==> src/rtl/alu_pkg.sv <==
// Shared types and constants for the ALU response transmitter.
package alu_pkg;

  // Transmitter state encoding; plain constants keep older tools happy.
  typedef logic [1:0] tx_state_t;

  localparam tx_state_t ST_IDLE    = 2'd0;
  localparam tx_state_t ST_START   = 2'd1;
  localparam tx_state_t ST_PAYLOAD = 2'd2;
  localparam tx_state_t ST_STOP    = 2'd3;

  // Frame type bit: the status frame is marked so a receiver can resync.
  localparam logic FRAME_CMD  = 1'b1;
  localparam logic FRAME_DATA = 1'b0;

  // Status codes carried in the first frame.
  localparam logic [7:0] S_OK              = 8'h00;
  localparam logic [7:0] S_INVALID_COMMAND = 8'h01;
  localparam logic [7:0] S_DIV_BY_ZERO     = 8'h02;
  localparam logic [7:0] S_OVERFLOW        = 8'h03;

  // Frame geometry: start + 10-bit payload + stop; three frames per response.
  localparam int unsigned FRAME_BITS      = 12;
  localparam int unsigned PAYLOAD_BITS    = 10;
  localparam int unsigned FRAMES_PER_RESP = 3;

  // Even parity over type + data, so XOR of the whole payload is zero.
  function automatic logic frame_parity(input logic ftype, input logic [7:0] data);
    return ftype ^ (^data);
  endfunction

endpackage

==> src/rtl/alu_frame_ser.sv <==
// Serializes one 12-bit frame: start, type, data MSB first, parity, stop.
// A new frame may be loaded in the last cycle of the stop bit so frames
// run back-to-back without idle bits.
module alu_frame_ser
  import alu_pkg::*;
#(
  parameter int unsigned CLKS_PER_BIT = 1
) (
  input  logic       clk,
  input  logic       rst,
  input  logic       load,
  input  logic       frame_type,
  input  logic [7:0] data,
  output logic       sout,
  output tx_state_t  state,
  output logic       frame_end
);

  localparam logic [7:0] BAUD_LAST = 8'(CLKS_PER_BIT - 1);
  localparam logic [3:0] BIT_LAST  = 4'(PAYLOAD_BITS - 1);

  tx_state_t   state_q, state_d;
  logic [7:0]  baud_q, baud_d;
  logic [3:0]  bit_q, bit_d;
  // Bits still to be driven after the current one; refilled with ones.
  logic [10:0] shreg_q, shreg_d;
  logic        sout_q, sout_d;
  logic        tick;

  assign tick = (baud_q == BAUD_LAST);

  // Next-state logic: bit timing, payload shifting and frame phase.
  always_comb begin
    state_d = state_q;
    baud_d  = baud_q;
    bit_d   = bit_q;
    shreg_d = shreg_q;
    sout_d  = sout_q;

    if (state_q != ST_IDLE) begin
      baud_d = tick ? 8'd0 : baud_q + 8'd1;
    end

    if (load) begin
      state_d = ST_START;
      baud_d  = 8'd0;
      bit_d   = 4'd0;
      shreg_d = {frame_type, data, frame_parity(frame_type, data), 1'b1};
      sout_d  = 1'b0;
    end else begin
      unique case (state_q)
        ST_IDLE: begin
          sout_d = 1'b1;
        end
        ST_START: begin
          if (tick) begin
            state_d           = ST_PAYLOAD;
            bit_d             = 4'd0;
            {sout_d, shreg_d} = {shreg_q, 1'b1};
          end
        end
        ST_PAYLOAD: begin
          if (tick) begin
            {sout_d, shreg_d} = {shreg_q, 1'b1};
            if (bit_q == BIT_LAST) begin
              state_d = ST_STOP;
              bit_d   = 4'd0;
            end else begin
              bit_d = bit_q + 4'd1;
            end
          end
        end
        ST_STOP: begin
          if (tick) begin
            state_d = ST_IDLE;
            sout_d  = 1'b1;
          end
        end
        default: begin
          state_d = ST_IDLE;
          sout_d  = 1'b1;
        end
      endcase
    end
  end

  // State registers; reset drives the line idle-high at once.
  always_ff @(posedge clk or posedge rst) begin
    if (rst) begin
      state_q <= ST_IDLE;
      baud_q  <= 8'd0;
      bit_q   <= 4'd0;
      shreg_q <= 11'd0;
      sout_q  <= 1'b1;
    end else begin
      state_q <= state_d;
      baud_q  <= baud_d;
      bit_q   <= bit_d;
      shreg_q <= shreg_d;
      sout_q  <= sout_d;
    end
  end

  assign sout      = sout_q;
  assign state     = state_q;
  assign frame_end = (state_q == ST_STOP) && tick;

endmodule

==> src/rtl/alu_resp_tx.sv <==
// ALU response transmitter: accepts status + result on a valid/ready
// handshake and sends them as three serial frames (status, result high,
// result low).
module alu_resp_tx
  import alu_pkg::*;
#(
  parameter int unsigned CLKS_PER_BIT = 1
) (
  input  logic        clk,
  input  logic        rst,
  input  logic        rsp_valid,
  output logic        rsp_ready,
  input  logic [7:0]  status,
  input  logic [15:0] result,
  output logic        sout,
  output logic        busy,
  output logic        tx_done
);

  localparam logic [1:0] LAST_FRAME = 2'(FRAMES_PER_RESP - 1);

  tx_state_t   ser_state;
  logic        frame_end;
  logic        ready_q, ready_d;
  logic [1:0]  frame_idx_q, frame_idx_d;
  logic [7:0]  status_q, status_d;
  logic [15:0] result_q, result_d;
  logic        transfer;
  logic        last_frame;
  logic        load;
  logic        ld_type;
  logic [7:0]  ld_data;

  assign transfer   = rsp_valid && ready_q;
  assign last_frame = (frame_idx_q == LAST_FRAME);
  assign load       = transfer || (frame_end && !last_frame);

  // Pick the frame to load: status straight from the inputs on accept,
  // otherwise the next result byte from the captured copy.
  always_comb begin
    ld_type = FRAME_DATA;
    ld_data = result_q[7:0];
    if (transfer) begin
      ld_type = FRAME_CMD;
      ld_data = status;
    end else if (frame_idx_q == 2'd0) begin
      ld_data = result_q[15:8];
    end
  end

  // Handshake, capture and frame sequencing.
  always_comb begin
    status_d    = status_q;
    result_d    = result_q;
    frame_idx_d = frame_idx_q;
    ready_d     = (ser_state == ST_IDLE) && !transfer;
    if (transfer) begin
      status_d    = status;
      result_d    = result;
      frame_idx_d = 2'd0;
    end else if (frame_end) begin
      frame_idx_d = last_frame ? 2'd0 : frame_idx_q + 2'd1;
      if (last_frame) begin
        ready_d = 1'b1;
      end
    end
  end

  // Sequencer registers; ready stays low through reset.
  always_ff @(posedge clk or posedge rst) begin
    if (rst) begin
      ready_q     <= 1'b0;
      frame_idx_q <= 2'd0;
      status_q    <= 8'd0;
      result_q    <= 16'd0;
    end else begin
      ready_q     <= ready_d;
      frame_idx_q <= frame_idx_d;
      status_q    <= status_d;
      result_q    <= result_d;
    end
  end

  alu_frame_ser #(
    .CLKS_PER_BIT(CLKS_PER_BIT)
  ) u_ser (
    .clk       (clk),
    .rst       (rst),
    .load      (load),
    .frame_type(ld_type),
    .data      (ld_data),
    .sout      (sout),
    .state     (ser_state),
    .frame_end (frame_end)
  );

  assign rsp_ready = ready_q;
  assign busy      = (ser_state != ST_IDLE);
  assign tx_done   = frame_end && last_frame;

endmodule

==> config.mk <==
export PLATFORM = sky130hd
export DESIGN_NAME = alu_resp_tx
export DESIGN_NICKNAME = d
export VERILOG_FILES = /design/src/rtl/alu_pkg.sv /design/src/rtl/alu_frame_ser.sv /design/src/rtl/alu_resp_tx.sv
export SDC_FILE = /design/constraint.sdc
export NUM_CORES = 1
export LEC_CHECK = 0
export ABC_AREA = 1
export BUFFER_PORTS_ARGS = -buffer_cell sky130_fd_sc_hd__buf_2
export CAP_MARGIN = 10
export CORE_MARGIN = 8
export CORE_UTILIZATION = 30
export CTS_CLUSTER_SIZE = 25
export DETAILED_ROUTE_END_ITERATION = 8
export PLACE_DENSITY_LB_ADDON = 0.1
export SKIP_LAST_GASP = 1
export SLEW_MARGIN = 20
export SYNTH_ARGS = -nofsm -noshare
export SYNTH_HDL_FRONTEND = slang
export SYNTH_SLANG_ARGS = --single-unit
==> constraint.sdc <==
create_clock -name clk -period 2 [get_ports clk]
set_input_delay 0.6 -clock clk [delete_from_list [all_inputs] [get_ports clk]]
set_output_delay 0.6 -clock clk [all_outputs]
set_load 0.05 [all_outputs]
======== Word level (Yosys, flattened, before mapping) ========
Index checks and enable logic that the tools add are counted.
operators by class
  eq/ne operators ......................... 10
  $add $sub $neg .......................... 3
  reductions and logical operators ........ 24
  bitwise gates (word level) .............. 1
  multiplexer cells ....................... 30
operators with widths
  cell                                                                      number
  8-bit two-way mux                                                         5
  11-bit two-way mux                                                        3
  2-bit two-way mux                                                         8
  4-bit two-way mux                                                         4
  3-bit by 2-bit inequality test with 1-bit output (second input constant)  4
  2-bit nonzero test                                                        5
  8-bit by 1-bit adder with 8-bit output (second input constant)            1
  8-bit zero test                                                           1
  4-bit one-hot mux with 2 select lines                                     1
  8-bit XOR reduction                                                       1
  1-bit two-way mux                                                         7
  2-bit == test (second input constant)                                     3
  2-bit one-hot mux with 3 select lines                                     1
  1-bit logical AND                                                         5
  5-bit AND reduction                                                       1
  4-bit by 1-bit adder with 4-bit output (second input constant)            1
  4-bit == test (second input constant)                                     1
  2-bit zero test                                                           2
  2-bit AND reduction                                                       2
  4-bit nonzero test                                                        1
  3-bit by 1-bit inequality test with 1-bit output (second input constant)  1
  1-bit one-hot mux with 3 select lines                                     1
  3-bit AND reduction                                                       1
  3-bit nonzero test                                                        1
  other kinds (6)                                                           7
word-level totals
  bits in registers ....................... 45
  output and inout port bits .............. 4
  word-level logic and storage cells ...... 76
  input bits .............................. 27

======== Longest topological paths before layout ========
Gate-level depths: netlist of the first run.
  depth in word-level cells ............... 6
  depth in mapped cells ................... 15
  gate-level depth less buffers ........... 14

======== By module ========
From an unflattened synthesis of the first run, not the netlist that was laid out.
second synthesis, totals
  cells, all modules ...................... 354
  area total of the unflattened synthesis .. 2,690.1 µm²
modules (own cells, without submodules)
  module         cells each  area an instance (µm²)  instances  sequential area each (µm²)
  alu_frame_ser  223         1,707.9                 1          651.9
  alu_resp_tx    131         982.2                   1          475.5

======== Least setup slack after synthesis of the first run ========
No wires, ideal clock.
  path kind ............................... register -> output
  from .................................... register u_ser.baud_q[0]
  to ...................................... output port tx_done
  arrival ................................. 1.610 ns
  path buffers ............................ 0
  path slack .............................. -0.210 ns
  cell stages (with the launch flop) ...... 7
  data required time ...................... 1.400 ns
  cell sequence ........................... dfrtp_1 inv_1 ha_1 nand2_1 nor2_4 nand2_4 nor2_1
on the way
  cells in the longest elaborated chain, start to end .. 3
ends and longest elaborated chain
  element                 line                  text
  start, declared         alu_frame_ser.sv:23   logic [7:0] baud_q, baud_d;
  start signal, assigned  alu_frame_ser.sv:97   baud_q <= baud_d;
  8-bit zero test         alu_frame_ser.sv:30   assign tick = (baud_q == BAUD_LAST);
  1-bit logical AND       alu_frame_ser.sv:106  assign frame_end = (state_q == ST_STOP) && tick;
  1-bit logical AND       alu_resp_tx.sv:99     assign tx_done = frame_end && last_frame;
  end, declared           alu_resp_tx.sv:17     output logic tx_done
No other way between the ends.

======== Final worst setup path of the first run ========
Ends and elaborated chain as after synthesis.

==> impl_metrics.toml, run 1 <==
[clocking]
cts_tree = "done"
cts.sink_count = 45
cts_buffer_depth = 2
clock-root-buffer = "sky130_fd_sc_hd__clkbuf_8"
clk_latency_ns = 0.30
hold_buffers = 0
tritoncts.num_buffers = 5
clkSlewWorstSetupHoldPaths_ns = 0.10
ctsHtreeMaxLevel = 2

[pwr]
internal-power_mw = 1.18
power.switching_mw = 0.361
power.leakage_nw = 1.75
comb_power_share_pct = 3.2
power.sequential.fraction_pct = 59.0
clkPwrFrac_pct = 37.7
p_sw_share_pct = 23.5
vdd_ir_max_uv = 233
cellPowerDensity_nw_per_um2 = 464

[timing]
final.setup.worst_slack_ns = -0.0514
worst_hold_slack_ns = 0.316
timing.final.max_slew_violations = 0
slew_headroom_pct = 73.3
worst_pin_slew_ns = 0.396
finClkSkew_ns = 0.0135
rsz0062_at_grt = "yes"
hold_viol_final = 0
final.period_utilization_pct = 103
finalSetupViolations = 1
period_minus_slack_ns = 2.05
max_freq_mhz = 487
setup-tns-final_ns = -0.0514

[worst_setup_path]
cp.arrival_ns = 1.45
rrSetupSlack_ns = 0.13
required_ns = 1.40
r2r.worst_path.cells = 13
critPathLaunchType = "register"
timing_worst_setup_path_type = "register to output pin"
setup.worst_path.end_class = "output pin"
critical_path_peak_fanout = 2
worst_r2r_startpoint = "u_ser.baud_q[0]"
critical_path.reg2reg.endpoint = "u_ser.shreg_q[9]"

[synthesis]
synth_flop_cell = "sky130_fd_sc_hd__dfrtp_1"
postSynthRegisterBits = 45
synth_compound_area_share_pct = 13.5
netlist_instances = 349
yosysWarningCount = 0
synthDominantAreaCellType = "sky130_fd_sc_hd__dfrtp_1"
synth-async-reset-ratio_pct = 100
post_synth_num_cell_types = 38
syn-num-nets = 384
netlist_area_um2 = 2720
synth_adder_area_share_pct = 3.68
post_synth_main_area_contributors = "sky130_fd_sc_hd__dfrtp_1 (41%), sky130_fd_sc_hd__nand2_1 (15%), sky130_fd_sc_hd__inv_1 (5.4%)"
synth_top_family_by_area = "simple AND/OR/NAND/NOR gates"
synth.area.mux_share_pct = 0
synth_simple_gate_area_share_pct = 31.7
synth_xor_xnor_area_share_pct = 0.645
ys_seq_area_share_pct = 41.5
synth_edf_count = 0
post_synth.cell_area_avg_um2 = 7.79
netlist.area_leader.share_pct = 40.5

[global_routing]
grt_first_pass_wirelength_um = 11600
first_global_vias = 2438
grt_max_degree = 46
grt_util_all_layers_pct = 11.0
grt-ovfl-total = 0
grt_antenna_before_repair = 0

[layout]
area_growth_pct = 22.1
multi_input_comb_area_um2 = 1380
layout_commonest_cell = "sky130_fd_sc_hd__nand2_1"
drive_gt1_share_pct = 26.9
final_nets = 443
diodes = 0
most-common-layout-cells = "sky130_fd_sc_hd__nand2_1 (108), sky130_fd_sc_hd__dfrtp_1 (44), sky130_fd_sc_hd__inv_1 (36)"
seq_area_um2 = 1130
final_design_area_no_fill_um2 = 3320
num-fill-cells = 945

[floorplan]
floorplan.initialDensity_pct = 31.0
floorplan.die.height_um = 111
die_w_um = 111
floorplan.core_area_um2 = 8760
ioPinCount = 31
fp.dieArea_um2 = 12400
placement_rows = 34

[placement]
placed_cell_area_um2 = 3130
globalplace.congestion = 0.786
dpl_worst_slack_ns = 0.0341
post-dp-hpwl_um = 4920
placement.io_buffers = 30

[routing]
detail_route.drc_violations = 0
vias_per_cell = 4.50
drt_pre_antenna_iters = 4
number_of_nets_with_antenna_violations_after_detailed_routing = 0
drtIter0Drc = 67
wl_per_cell_um = 12.6
num_vias = 2327
drt_wl_total_um = 6520

[min_path]
hp-class = "primary input to async pin"

[status]
run_status = "complete, but fails checks"
failing_checks = "setup timing"

[job]
drv.max_cap_violation_count = 0
==> how the worst max path moves through the flow <==
stage,slack (ns),from,to,cells past startpoint
2_1_floorplan,0.03,u_ser.baud_q[0],tx_done,6
3_3_place_gp,0.05,rsp_valid,u_ser.shreg_q[1],15
3_5_place_dp,0.03,rsp_valid,u_ser.shreg_q[1],15
4_1_cts,-0.07,u_ser.baud_q[0],tx_done,7
5_1_grt,-0.14,u_ser.baud_q[0],tx_done,7
6_report,-0.05,u_ser.baud_q[0],tx_done,7
==> cell usage after synthesis (4+ instances only) <==
cell type	count
sky130_fd_sc_hd__a21oi_1	11
sky130_fd_sc_hd__dfrtp_1	44
sky130_fd_sc_hd__ha_1	8
sky130_fd_sc_hd__inv_1	39
sky130_fd_sc_hd__inv_2	4
sky130_fd_sc_hd__nand2_1	109
sky130_fd_sc_hd__nand2_4	4
sky130_fd_sc_hd__nand3_1	29
sky130_fd_sc_hd__nand3b_1	4
sky130_fd_sc_hd__nor2_1	20
sky130_fd_sc_hd__nor2_2	6
sky130_fd_sc_hd__nor3_1	4
sky130_fd_sc_hd__o21ai_0	22
==> cell type report <==
| class | instances | share of cell area (%) |
|---|---|---|
| Multi-Input combinational cell | 251 | 41.7 |
| Sequential cell | 45 | 34.0 |
| Timing Repair Buffer | 60 | 12.4 |
| Inverter | 45 | 5.24 |
| Tap cell | 108 | 4.07 |
| Clock buffer | 6 | 2.19 |
| Clock inverter | 2 | 0.452 |
==> stage by stage <==
stage | utilization [%] | instances | power [mW]
2_1_floorplan | - | 349 | 0.942
3_3_place_gp | 35.7 | 501 | 0.980
3_5_place_dp | 35.7 | 501 | 0.980
4_1_cts | 37.6 | 515 | 1.59
5_1_grt | 37.9 | 517 | 1.61
6_report | 37.9 | 517 | 1.54
==> power by group through the flow <==
stage          Clock, mW  Sequential [mW]  Combinational, mW
2_1_floorplan          0            0.927             0.0148
3_3_place_gp           0            0.927             0.0527
3_5_place_dp           0            0.927             0.0529
4_1_cts            0.625            0.909             0.0529
5_1_grt            0.647            0.909             0.0576
6_report           0.581            0.909             0.0497
==> routing by layer <==
layer  track usage [%]  up-vias  share of wire, %
met4              4.00        0               1.8
li1                  -     1233                 -
met5                 0        -                 0
met2              18.2       41                47
met1              13.7     1046                48
met3              2.38        7               3.1
==> flip-flops by register name, indices dropped and copies added, names as in the netlist <==
name and flops:
u_ser.state 2, rsp_ready 1, result_q 16, u_ser.sout 1
u_ser.baud_q 8, u_ser.shreg_q 11, u_ser.bit_q 4, frame_idx_q 2
==> logic make-up (layout without fill, tap and decap cells) <==
| kind of cell | count (synthesis) | count (layout) |
|---|---|---|
| compound gates | 55 | 55 |
| flops | 45 | 45 |
| buf+inv | 53 | 113 |
| simple gates | 186 | 186 |
| xor+xnor | 2 | 2 |
| fa+ha+maj | 8 | 8 |
==> critical path, cell delays in order, from the launching register on <==
cell and delay, ns:
sky130_fd_sc_hd__dfrtp_1 0.40, sky130_fd_sc_hd__inv_2 0.09, sky130_fd_sc_hd__ha_4 0.14, sky130_fd_sc_hd__nand2_4 0.05
sky130_fd_sc_hd__nor2_4 0.13, sky130_fd_sc_hd__nand2_4 0.07, sky130_fd_sc_hd__nor2_4 0.11, sky130_fd_sc_hd__buf_8 0.15
==> repair_timing <==
action / CTS / global route
setup endpoints to repair: 1 / 2
gates resized for setup: 11 / 1
pin swaps: 4 / 2
buffers inserted: 6 / 2
(Power assumes the default switching activity.)
==> inputs of run 2 (changes only) <==
--- a/config.mk
+++ b/config.mk
@@ -9,7 +9,7 @@
 export BUFFER_PORTS_ARGS = -buffer_cell sky130_fd_sc_hd__buf_2
 export CAP_MARGIN = 10
 export CORE_MARGIN = 8
-export CORE_UTILIZATION = 30
+export CORE_UTILIZATION = 50
 export CTS_CLUSTER_SIZE = 25
 export DETAILED_ROUTE_END_ITERATION = 8
 export PLACE_DENSITY_LB_ADDON = 0.1
==> impl_metrics.toml, run 2 (synthesis results as in run 1) <==
[worst_setup_path]
setup.worst_path.end_class = "output pin"
critPathLaunchType = "register"
slowest_delay_ns = 0.41
path_cells = "inv_2 -> ha_4 -> nand2_4 -> nor2_4 -> nand2_4 -> nor2_4 -> buf_8"
cp.arrival_ns = 1.44
timing.critical_path.slowest_stage_cell = "sky130_fd_sc_hd__dfrtp_1"
timing_worst_setup_path_type = "register to output pin"
critPathTopFamily = "flip-flops"
cp_num_buf_inv = 2
critical_path_peak_fanout = 2
required_ns = 1.40

[clocking]
cts_buffer_depth = 2
cts.sink_count = 45
cts_tree = "done"
tritoncts.num_buffers = 5
hold_buffers = 0
clkSlewWorstSetupHoldPaths_ns = 0.09
clock-root-buffer = "sky130_fd_sc_hd__clkbuf_8"
ctsHtreeMaxLevel = 2
clk_latency_ns = 0.30

[timing]
hold_viol_final = 0
finClkSkew_ns = 0.0129
worst_pin_slew_ns = 0.679
final.setup.worst_slack_ns = -0.0399
rsz0062_at_grt = "yes"
timing.final.max_slew_violations = 0
slew_headroom_pct = 54.5
final.period_utilization_pct = 102
max_freq_mhz = 490
finalSetupViolations = 1
worst_hold_slack_ns = 0.294
period_minus_slack_ns = 2.04

[global_routing]
grt_max_degree = 26
grt-ovfl-total = 0
first_global_vias = 2536
grt_antenna_before_repair = 0
grt_util_all_layers_pct = 16.8
grt_first_pass_wirelength_um = 11400

[placement]
placement.io_buffers = 30
globalplace.congestion = 0.816
placed_cells = 460
post-dp-hpwl_um = 4560

[min_path]
hp-class = "primary input to async pin"

[routing]
top_layer = "met4"
drt_wl_total_um = 6420
drt_pre_antenna_iters = 4
drtIter0Drc = 87
sum_of_met3_wire_segment_lengths_after_detailed_routing_um = 258
met2WireLength_um = 3020
met1Wirelength_um = 2970
vias_per_cell = 4.95
num_vias = 2414
wl_per_cell_um = 13.2
detail_route.drc_violations = 0
number_of_nets_with_antenna_violations_after_detailed_routing = 0

[pwr]
fin_total_pwr_mw = 1.66
cellPowerDensity_nw_per_um2 = 488
comb_power_share_pct = 2.9
power.leakage_nw = 1.80
p_sw_share_pct = 21.4
power.switching_mw = 0.354
vdd_ir_max_uv = 328
power.sequential.fraction_pct = 54.9
clkPwrFrac_pct = 42.2
internal-power_mw = 1.30

[layout]
area_growth_pct = 24.8
flip_flop_count_of_the_largest_register_all_copies_and_words_added = 16
layout_commonest_cell = "sky130_fd_sc_hd__nand2_1"
reg.largest.list = "result_q: 16 flops, u_ser.shreg_q: 11 flops, u_ser.baud_q: 8 flops"
diodes = 0
drive_gt1_share_pct = 28.8
largest_register = "result_q"
final_nets = 450
most-common-layout-cells = "sky130_fd_sc_hd__nand2_1 (107), sky130_fd_sc_hd__dfrtp_1 (44), sky130_fd_sc_hd__inv_1 (36)"
fin_cells = 488

[status]
run_status = "complete, but fails checks"
failing_checks = "setup timing"

[floorplan]
fp.dieArea_um2 = 8050
floorplan.core_area_um2 = 5370
ioPinCount = 31
placement_rows = 27
die_w_um = 89.7
floorplan.die.height_um = 89.7
floorplan.initialDensity_pct = 50.6

[job]
drv.max_cap_violation_count = 0
## run 2: worst paths after layout
path | startpoint | to | slack, ns | cells past startpoint
setup reg to reg | u_ser.baud_q[1] | u_ser.baud_q[1] | 0.04 | 13
max in group asynchronous | rst | u_ser.shreg_q[6] | 1.08 | 3
setup / recovery | u_ser.baud_q[1] | tx_done | -0.04 | 7
min in group clk | u_ser.shreg_q[0] | u_ser.shreg_q[0] | 0.46 | 2
hold reg to reg | u_ser.shreg_q[0] | u_ser.shreg_q[0] | 0.46 | 2
hold / removal | rst | u_ser.baud_q[7] | 0.29 | 2
## run 2: metal layers
layer	up-vias	global-route usage [%]
met2	43	28.3
met3	13	4.49
met1	1111	19.5
li1	1247	-
met5	-	0
met4	0	7.33
## run 2: through the flow
stage               utilization (%)  TNS, ns  setup slack, ns  instance area [um^2]
finish                         63.1  -0.0399          -0.0399                  3390
global route                   63.1  -0.0966          -0.0966                  3390
CTS                            62.0  -0.0185          -0.0185                  3330
detailed placement             56.7        0           0.0337                  3040
global placement               56.7        0           0.0370                  3040
floorplan                         -        0           0.0301                  2720
## run 2: what timing repair did
| action | in CTS | in global routing |
|---|---|---|
| hold endpoints to repair | 0 | 0 |
| setup buffers | 18 | 4 |
| resized for setup | 13 | 9 |
| endpoints found under the setup margin | 2 | 8 |
| pin swaps | 2 | 4 |
## run 2: layout make-up
type | count | area [um^2]
Sequential cell | 45 | 1130
Multi-Input combinational cell | 251 | 1420
Inverter | 45 | 174
Clock inverter | 2 | 35.0
Clock buffer | 6 | 72.6
Fill cell | 467 | 1980
Tap cell | 72 | 90.1
Timing Repair Buffer | 67 | 473
## run 2: power by group through the flow
stage	combinational, mW	sequential (mW)	clock (mW)
detailed placement	0.0493	0.927	0
floorplan	0.0148	0.927	0
CTS	0.0494	0.909	0.711
finish	0.0474	0.909	0.699
global placement	0.0491	0.927	0
global route	0.0557	0.909	0.743
==> inputs of run 3 (changes only) <==
--- a/config.mk
+++ b/config.mk
@@ -8,11 +8,13 @@
 export ABC_AREA = 1
 export BUFFER_PORTS_ARGS = -buffer_cell sky130_fd_sc_hd__buf_2
 export CAP_MARGIN = 10
-export CORE_MARGIN = 8
+export CORE_MARGIN = 1.5
 export CORE_UTILIZATION = 50
+export CTS_BUF_LIST = sky130_fd_sc_hd__clkbuf_16
 export CTS_CLUSTER_SIZE = 25
 export DETAILED_ROUTE_END_ITERATION = 8
 export PLACE_DENSITY_LB_ADDON = 0.1
+export RECOVER_POWER = 25
 export SKIP_LAST_GASP = 1
 export SLEW_MARGIN = 20
 export SYNTH_ARGS = -nofsm -noshare
==> impl_metrics.toml, run 3 (synthesis results as in run 1) <==
[clocking]
cts.sink_count = 45
clk_latency_ns = 0.29
cts_buffer_depth = 2
hold_buffers = 0
clock-root-buffer = "sky130_fd_sc_hd__clkbuf_16"
tritoncts.num_buffers = 5
ctsHtreeMaxLevel = 2
clkSlewWorstSetupHoldPaths_ns = 0.06
cts_tree = "done"

[placement]
post-dp-hpwl_um = 4230
placement.io_buffers = 30
placed_cell_area_um2 = 3020
placed_cells = 457
globalplace.congestion = 0.816
dpl_worst_slack_ns = -0.0117

[timing]
worst_hold_slack_ns = 0.462
period_minus_slack_ns = 2.00
slew_headroom_pct = 33.3
worst_pin_slew_ns = 1.00
rsz0062_at_grt = "yes"
timing.final.max_slew_violations = 0
hold_viol_final = 0
max_freq_mhz = 501
final.period_utilization_pct = 99.8
final.setup.worst_slack_ns = 0.00319
finClkSkew_ns = 0.00480
setup-tns-final_ns = 0
finalSetupViolations = 0

[floorplan]
floorplan.initialDensity_pct = 52.5
placement_rows = 26
fp.dieArea_um2 = 5890
floorplan.core_area_um2 = 5170
ioPinCount = 31
floorplan.die.height_um = 76.7
die_w_um = 76.7

[worst_setup_path]
cp.arrival_ns = 1.40
required_ns = 1.40
setup.worst_path.end_class = "output pin"
timing_worst_setup_path_type = "register to output pin"
critPathLaunchType = "register"
critical_path_peak_fanout = 2

[pwr]
cellPowerDensity_nw_per_um2 = 576
power.leakage_nw = 1.75
vdd_ir_max_uv = 357
fin_total_pwr_mw = 1.88

[layout]
final_design_area_no_fill_um2 = 3260
most-common-layout-cells = "sky130_fd_sc_hd__nand2_1 (108), sky130_fd_sc_hd__dfrtp_1 (44), sky130_fd_sc_hd__inv_1 (36)"
diodes = 0
final_nets = 435
post-route-util_pct = 63.1
fin_cells = 471
area_growth_pct = 20.0
largest_register = "result_q"
layout_commonest_cell = "sky130_fd_sc_hd__nand2_1"
reg.largest.list = "result_q: 16 flops, u_ser.shreg_q: 11 flops, u_ser.baud_q: 8 flops"
flip_flop_count_of_the_largest_register_all_copies_and_words_added = 16
drive_gt1_share_pct = 24.9

[routing]
number_of_nets_with_antenna_violations_after_detailed_routing = 0
num_vias = 2360
drt_pre_antenna_iters = 6
vias_per_cell = 5.01
detail_route.drc_violations = 0
drtIter0Drc = 71
wl_per_cell_um = 12.3
drt_wl_total_um = 5770

[global_routing]
grt_max_degree = 28
grt_util_all_layers_pct = 22.1
grt_first_pass_wirelength_um = 10300
first_global_vias = 2378
grt-ovfl-total = 0
grt_antenna_before_repair = 0

[status]
run_status = "completed"

[job]
drv.max_cap_violation_count = 0

[min_path]
hp-class = "register to register"
-- run 3: cell count changes in the layout (fill, tap and decap cells not counted), sizes merged --
cell | previous run | this run
inv | 44 | 45
buf | 67 | 50
clkbuf | 6 | 7
-- run 3: worst max-delay path: stages, from the launching register on --
cell	delay, ns
sky130_fd_sc_hd__dfrtp_1	0.39
sky130_fd_sc_hd__inv_2	0.09
sky130_fd_sc_hd__ha_4	0.15
sky130_fd_sc_hd__nand2_4	0.05
sky130_fd_sc_hd__nor2_4	0.10
sky130_fd_sc_hd__nand2_4	0.07
sky130_fd_sc_hd__nor2_4	0.10
sky130_fd_sc_hd__buf_6	0.17
-- run 3: path summary, 6_finish.rpt --
kind                                         end  depth (start not counted)        startpoint  slack, ns
worst max-delay path                     tx_done                          7   u_ser.baud_q[1]      0.003
worst min-delay path            u_ser.shreg_q[0]                          2  u_ser.shreg_q[0]       0.46
worst max register to register  u_ser.shreg_q[9]                         13   u_ser.baud_q[1]       0.16
worst min register to register  u_ser.shreg_q[0]                          2  u_ser.shreg_q[0]       0.46
max in group asynchronous       u_ser.shreg_q[5]                          3               rst       0.78
min in group asynchronous        u_ser.baud_q[2]                          3               rst       0.50
-- run 3: metal layers --
| layer | up-vias | share of wire [%] | track usage (%) |
|---|---|---|---|
| met2 | 42 | 52 | 39.2 |
| met4 | 0 | 1.2 | 7.41 |
| li1 | 1218 | - | - |
| met3 | 8 | 4.0 | 5.83 |
| met1 | 1092 | 43 | 25.7 |
| met5 | - | 0 | 0 |
-- run 3: layout make-up --
type,count,area (um^2)
fill,473,1910
multi-input combinational,251,1380
sequential,45,1130
timing repair buffer,52,334
inverter,45,174
clock buffer,5,125
tap,70,87.6
clock inverter,3,37.5
-- run 3: power by group --
group	internal (mW)	switching, mW	total [mW]	leakage, nW
Combinational	0.0192	0.0263	0.0455	1.13
Sequential	0.910	0	0.910	0.534
Clock	0.581	0.343	0.924	0.0826
Total	1.51	0.369	1.88	1.75
-- run 3: timing repair --
item                                    4_1_cts  5_1_grt
resized for setup                            11        2
pin swaps                                     4        1
cloned                                        0        0
endpoints found under the setup margin        2        2
hold endpoints to repair                      0        0
setup buffers                                 5        1
